`src/rtl/reg_file_wb.sv`:
```
// reg_file_wb: 2^ADDR_W x DATA_W register file with two async read ports, one write-back port, r0 hardwired to zero
module reg_file_wb #(
    parameter int DATA_W = 32,
    parameter int ADDR_W = 5
) (
    input  logic              clk,
    input  logic              rst,
    input  logic [ADDR_W-1:0] rdAddr1,
    input  logic [ADDR_W-1:0] rdAddr2,
    output logic [DATA_W-1:0] rdData1,
    output logic [DATA_W-1:0] rdData2,
    input  logic              wrEn,
    input  logic [ADDR_W-1:0] wrAddr,
    input  logic [DATA_W-1:0] wrData,
    output logic [31:0]       wrCount,
    output logic              wrAck
);
    localparam int N = 1 << ADDR_W;
    logic [DATA_W-1:0] regs_q [N];
    logic [31:0]       wr_count_q, wr_count_d;
    logic              wr_ack_q, wr_ack_d;
    logic              commit;
    // Writes to r0 are swallowed: no storage, no count, no ack
    assign commit = wrEn && (wrAddr != '0);
    always_comb begin
        wr_count_d = commit ? wr_count_q + 32'd1 : wr_count_q;
        wr_ack_d   = commit;
    end
    always_ff @(posedge clk) begin
        if (rst) begin
            for (int i = 0; i < N; i++) regs_q[i] <= '0;
            wr_count_q <= '0;
            wr_ack_q   <= 1'b0;
        end else begin
            if (commit) regs_q[wrAddr] <= wrData;
            wr_count_q <= wr_count_d;
            wr_ack_q   <= wr_ack_d;
        end
    end
    assign rdData1 = (rdAddr1 == '0) ? '0 : regs_q[rdAddr1];
    assign rdData2 = (rdAddr2 == '0) ? '0 : regs_q[rdAddr2];
    assign wrCount = wr_count_q;
    assign wrAck   = wr_ack_q;
endmodule

```
`config.mk`:
```
export PLATFORM = sky130hd
export DESIGN_NAME = reg_file_wb
export DESIGN_NICKNAME = d
export VERILOG_FILES = /design/src/rtl/reg_file_wb.sv
export SDC_FILE = /design/constraint.sdc
export NUM_CORES = 2
export LEC_CHECK = 0
export CORE_MARGIN = 5
export CORE_UTILIZATION = 60
export CTS_BUF_LIST = sky130_fd_sc_hd__clkbuf_4 sky130_fd_sc_hd__clkbuf_8
export DETAILED_ROUTE_END_ITERATION = 10
export HOLD_SLACK_MARGIN = 0.1
export PLACE_DENSITY = 0.76
export REMOVE_ABC_BUFFERS = 1
export SLEW_MARGIN = 15
export SYNTH_ARGS = -nofsm -noshare
export SYNTH_HDL_FRONTEND = slang
export SYNTH_SLANG_ARGS = --single-unit
```
`constraint.sdc`:
```
create_clock -name clk -period 3.84 [get_ports clk]
set_input_delay 0.768 -clock clk [delete_from_list [all_inputs] [get_ports clk]]
set_output_delay 0.768 -clock clk [all_outputs]
set_load 0.02 [all_outputs]
```
## Word-level counts from Yosys, hierarchy flattened

Memories as Yosys holds them, arrays and structs flattened.
Index checks and enable logic that the tools add are counted.

| storage, ports and cells | value |
|---|---|
| register bits after elaboration | 33 |
| memory bits (writable) | 1024 |
| bits of input ports | 50 |
| word-level logic and storage cells | 19 |
| output and inout port bits | 97 |
| memories kept | 1 |

| operators by class | value |
|---|---|
| add/subtract/negate cells | 1 |
| reduce and logical (&&, ||, !) cells | 5 |
| multiplexer cells | 10 |

Memory list:

| memory | words | bits a word | rd ports | clocked after memory_dff | write ports | line | text |
|---|---|---|---|---|---|---|---|
| regs_q | 32 | 32 | 2 | 0 | 32 | 19 | `logic [DATA_W-1:0] regs_q [N];` |

Operator list:

| operator | count |
|---|---|
| $mux 32 | 3 |
| $add 32x1->32 const B | 1 |
| $reduce_or 32->1 | 1 |
| $logic_not 5->1 | 2 |
| $mux 1 | 6 |
| $mux 5 | 1 |
| $reduce_bool 5->1 | 1 |
| $logic_and 1x1->1 | 1 |

## Logic depth before layout (Yosys ltp)

| logic depth | value |
|---|---|
| word-level depth | 7 |
| depth in mapped cells | 8 |
| gate-level depth less buffers | 5 |

## Least setup slack after synthesis

Ideal clock, no wire load.

| path | value |
|---|---|
| path type | input to output |
| from | input port rdAddr1[1] |
| to | output port rdData1[23] |
| data required time | 3.072 ns |
| stages | 7 |
| data arrival time | 2.521 ns |
| path buffers | 4 |
| slack | 0.551 ns |
| path through | clkbuf_1 buf_2 buf_2 buf_2 mux4_2 a22oi_1 a31oi_1 |

| between the ends | value |
|---|---|
| cells in the longest elaborated chain, start to end | 2 |
| elaborated cells between the ends (all ways) | 3 |
| those cells by class | mux: 1; reduce/logical: 1; memory: 1 |

Ends and longest elaborated chain:

| what | line | text |
|---|---|---|
| from (decl) | 8 | `input logic [ADDR_W-1:0] rdAddr1,` |
| $mem_v2 32x32 or $logic_not 5->1 (tied branches) | - |  |
| $mux 32 (*) | 40 | `assign rdData1 = (rdAddr1 == '0) ? '0 : regs_q[rdAddr1];` |
| to (decl) | 10 | `output logic [DATA_W-1:0] rdData1,` |

Every way passes the cells marked *; elsewhere a longest branch is shown, timed or not.

## Worst setup path after layout

| path | value |
|---|---|
| from | input port rdAddr2[0] |
| to | output port rdData2[11] |

| between the ends | value |
|---|---|
| cells in the longest elaborated chain, start to end | 2 |
| elaborated cells between the ends (all ways) | 3 |
| those cells by class | mux: 1; reduce/logical: 1; memory: 1 |

Ends and longest elaborated chain:

| what | line | text |
|---|---|---|
| from (decl) | 9 | `input logic [ADDR_W-1:0] rdAddr2,` |
| $mem_v2 32x32 or $logic_not 5->1 (tied branches) | - |  |
| $mux 32 (*) | 41 | `assign rdData2 = (rdAddr2 == '0) ? '0 : regs_q[rdAddr2];` |
| to (decl) | 11 | `output logic [DATA_W-1:0] rdData2,` |

Marked as above.

==> metrics <==
setup violators final 1; drt via density 6.982; top_reg_cell synth edfxtp_1; clock sink count 1057; Synth Area in XOR/XNOR 0.3290%; maximum number of pins on one net before global-route repair 98; total power 28.10 mW; Synth area leader edfxtp_1; WS Path Type primary input to output pin; Final min period 3.855 ns; vias in the first global route 39862; row count 112; TritonCTS clock tree done; Async S/R FF share, synth 0%; Core Region 0.09291 sq mm; Die X 315.3 um; grt ovf 0; Placed Cells 5228; largest family of logic cells by synthesized area multiplexers; Register Area 0.03141 sq mm; Post-synth EDFFs 1024; Worst R2R Setup Slack 1.51 ns; multi-input combinational cell area 0.02346 sq mm; DIE HEIGHT 315.3 um; TritonRoute pass-1 iters 5; post-synth top area share 55.00%; Max Cap Violations 0; fin area 0.06612 sq mm; Final period util 100.4%; #FFs+latches synth 1057; CP Cell Sequence clkbuf_16, buf_16, buf_12, nor2_2, buf_4, buf_4, buf_4, a22oi_1, a31oi_1, buf_4, buf_4; CP max-delay cell a31oi_1; gr usage total 39.53%; Avg WL per Cell 35.08 um; f_max 259.4 MHz; delay-heaviest family, CP buffers and inverters; multiplexer share of the synthesized area 24.33%; yosys warns 0; CP endpoint kind output pin; status finished, violations left; insertion delay to the later sink of the worst-skew pair 0.85 ns; P_leak 23.56 nW; most common cell in the netlist edfxtp_1; Worst path max stage delay 0.37 ns; area grow syn2layout 18.27%; Avg Cell Area, Syn 15.11 sq um; DRT iter0 DRCs 6442; drt total wl 195.6 mm; DR DRC count 0; Root Buffer clkbuf_8; Final HPWL DP 125.3 mm; IO Count 147; Max VDD drop 0.0003364 V; via count of the routed design 38941; Worst Path Required 3.07 ns; clock skew 0.007603 ns; PwrDens 425.0 mW/mm^2; Synth Area in Simple Gates 13.32%; Slew headroom 19.32%; share of cells above drive strength 1 36.60%; GP Congestion 0.9324; CP bufs+invs 8; Max clock buf depth 3; synth unique cells 39; initial core utilization 60.17%; Seq/Total Area, Yosys 56.18%; PortBufs 146; Net count, final 4213; most used cell, CP buf_4; first-pass GRT wire length 278.5 mm; Final Worst Setup Slack -0.01541 ns; CP Max Fanout 20; crit path launch type primary input; Post-Layout Cell Count 5577; RSZ-0062 raised after global routing yes; setup TNS -0.01541 ns; H-tree levels 4; Hold Path Class flop to flop; Slew Viols, Final 0; Die Area 0.09938 sq mm; Slew @ Worst Pin 1.206 ns; initial antenna violation count 17; fillers 6001; Synth Area in Compound Gates 2.936%; CTS buffer count 178; post-route ant nets 0; pre-CTS setup slack -0.9196 ns; Post-synth top cells edfxtp_1, and2_1, mux4_2; Placed Area 0.06205 sq mm; final hold viol count 0; failing checks negative setup slack; synthesized area 0.05591 sq mm; Reg clk slew, reported paths 0.06 ns; WP data arrival 3.09 ns; Post-Synth Adder-Cell Area 0.02238%; synthesized netlist cell count 3701; Synth area leaders edfxtp_1, mux4_2, and2_1
[flip-flops by register name, summed over array words and instances (netlist names)]
signal	count
wrCount	32
wrAck	1
regs_q	1024
[area by class of cell]
class	count	area share, %
multi-input cells	2277	35.48
repair buffers	643	9.221
diodes	11	0.04163
clock buffers	238	4.453
inverters	5	0.02839
well taps	1254	2.373
flip-flops and latches	1057	47.51
clock inverters	92	0.8989
[worst paths after layout]
check             start     endpoint  cells after the start
min          wrCount[1]   wrCount[1]                      2
max          rdAddr2[0]  rdData2[11]                     11
min reg2reg  wrCount[1]   wrCount[1]                      2
max reg2reg  wrCount[2]  wrCount[31]                      5
[stage by stage]
step | utilization, % | hold WS [ns]
2_1_floorplan | - | 0.5451
3_3_place_gp | 66.80 | 0.4618
3_5_place_dp | 66.79 | 0.4840
4_1_cts | 70.96 | 0.4919
5_1_grt | 71.14 | 0.5121
6_report | 71.16 | 0.4901
[logic make-up after synthesis]
| family | after synthesis |
|---|---|
| simple gates | 1240 |
| flops | 1057 |
| mux | 705 |
| buf+inv | 398 |
| compound gates | 278 |
| xor+xnor | 21 |
| fa+ha+maj | 1 |
| other cells | 1 |
[where the power goes]
part	internal [mW]	switching (mW)
sequential	13.3	0.349
clock	5.41	4.77
combinational	1.94	2.37
[per-layer routing]
metal / GRT usage (%) / vias to the layer above / wire (um)
met1: 50.46 / 19619 / 63740
met5: 0 / - / 148
met4: 21.09 / 10 / 12490
met2: 58.87 / 3467 / 87510
met3: 15.82 / 739 / 31750
li1: - / 15106 / -
[worst register-to-register path, delay by kind of cell, from the launching register on]
kind	cells	cell delay, ns
simple gates	4	1.58
flops	1	0.50
compound gates	1	0.17
[placed cells by master, fill, tap and decap left out, types with 35 or more instances in the layout]
master	Yosys	final
nor2_1	67	42
mux4_2	512	512
buf_12	0	61
clkdlybuf4s50_1	0	59
clkbuf_8	0	185
a21oi_1	90	87
clkbuf_4	0	53
buf_4	0	424
a22oi_1	48	43
a31oi_1	48	42
or2_2	35	35
nand2_1	63	62
o21ai_0	71	58
mux2i_1	80	69
clkinv_1	0	45
and2_1	996	996
edfxtp_1	1024	1024
mux2_2	113	113
[repair_timing]
action	CTS	global route
gates resized for setup	129	70
pin swaps	0	3
buffers inserted	0	4
setup endpoints to repair	61	39
cloned	3	1
hold buffers	0	0
Note: power is estimated with default switching activity, not from simulation.
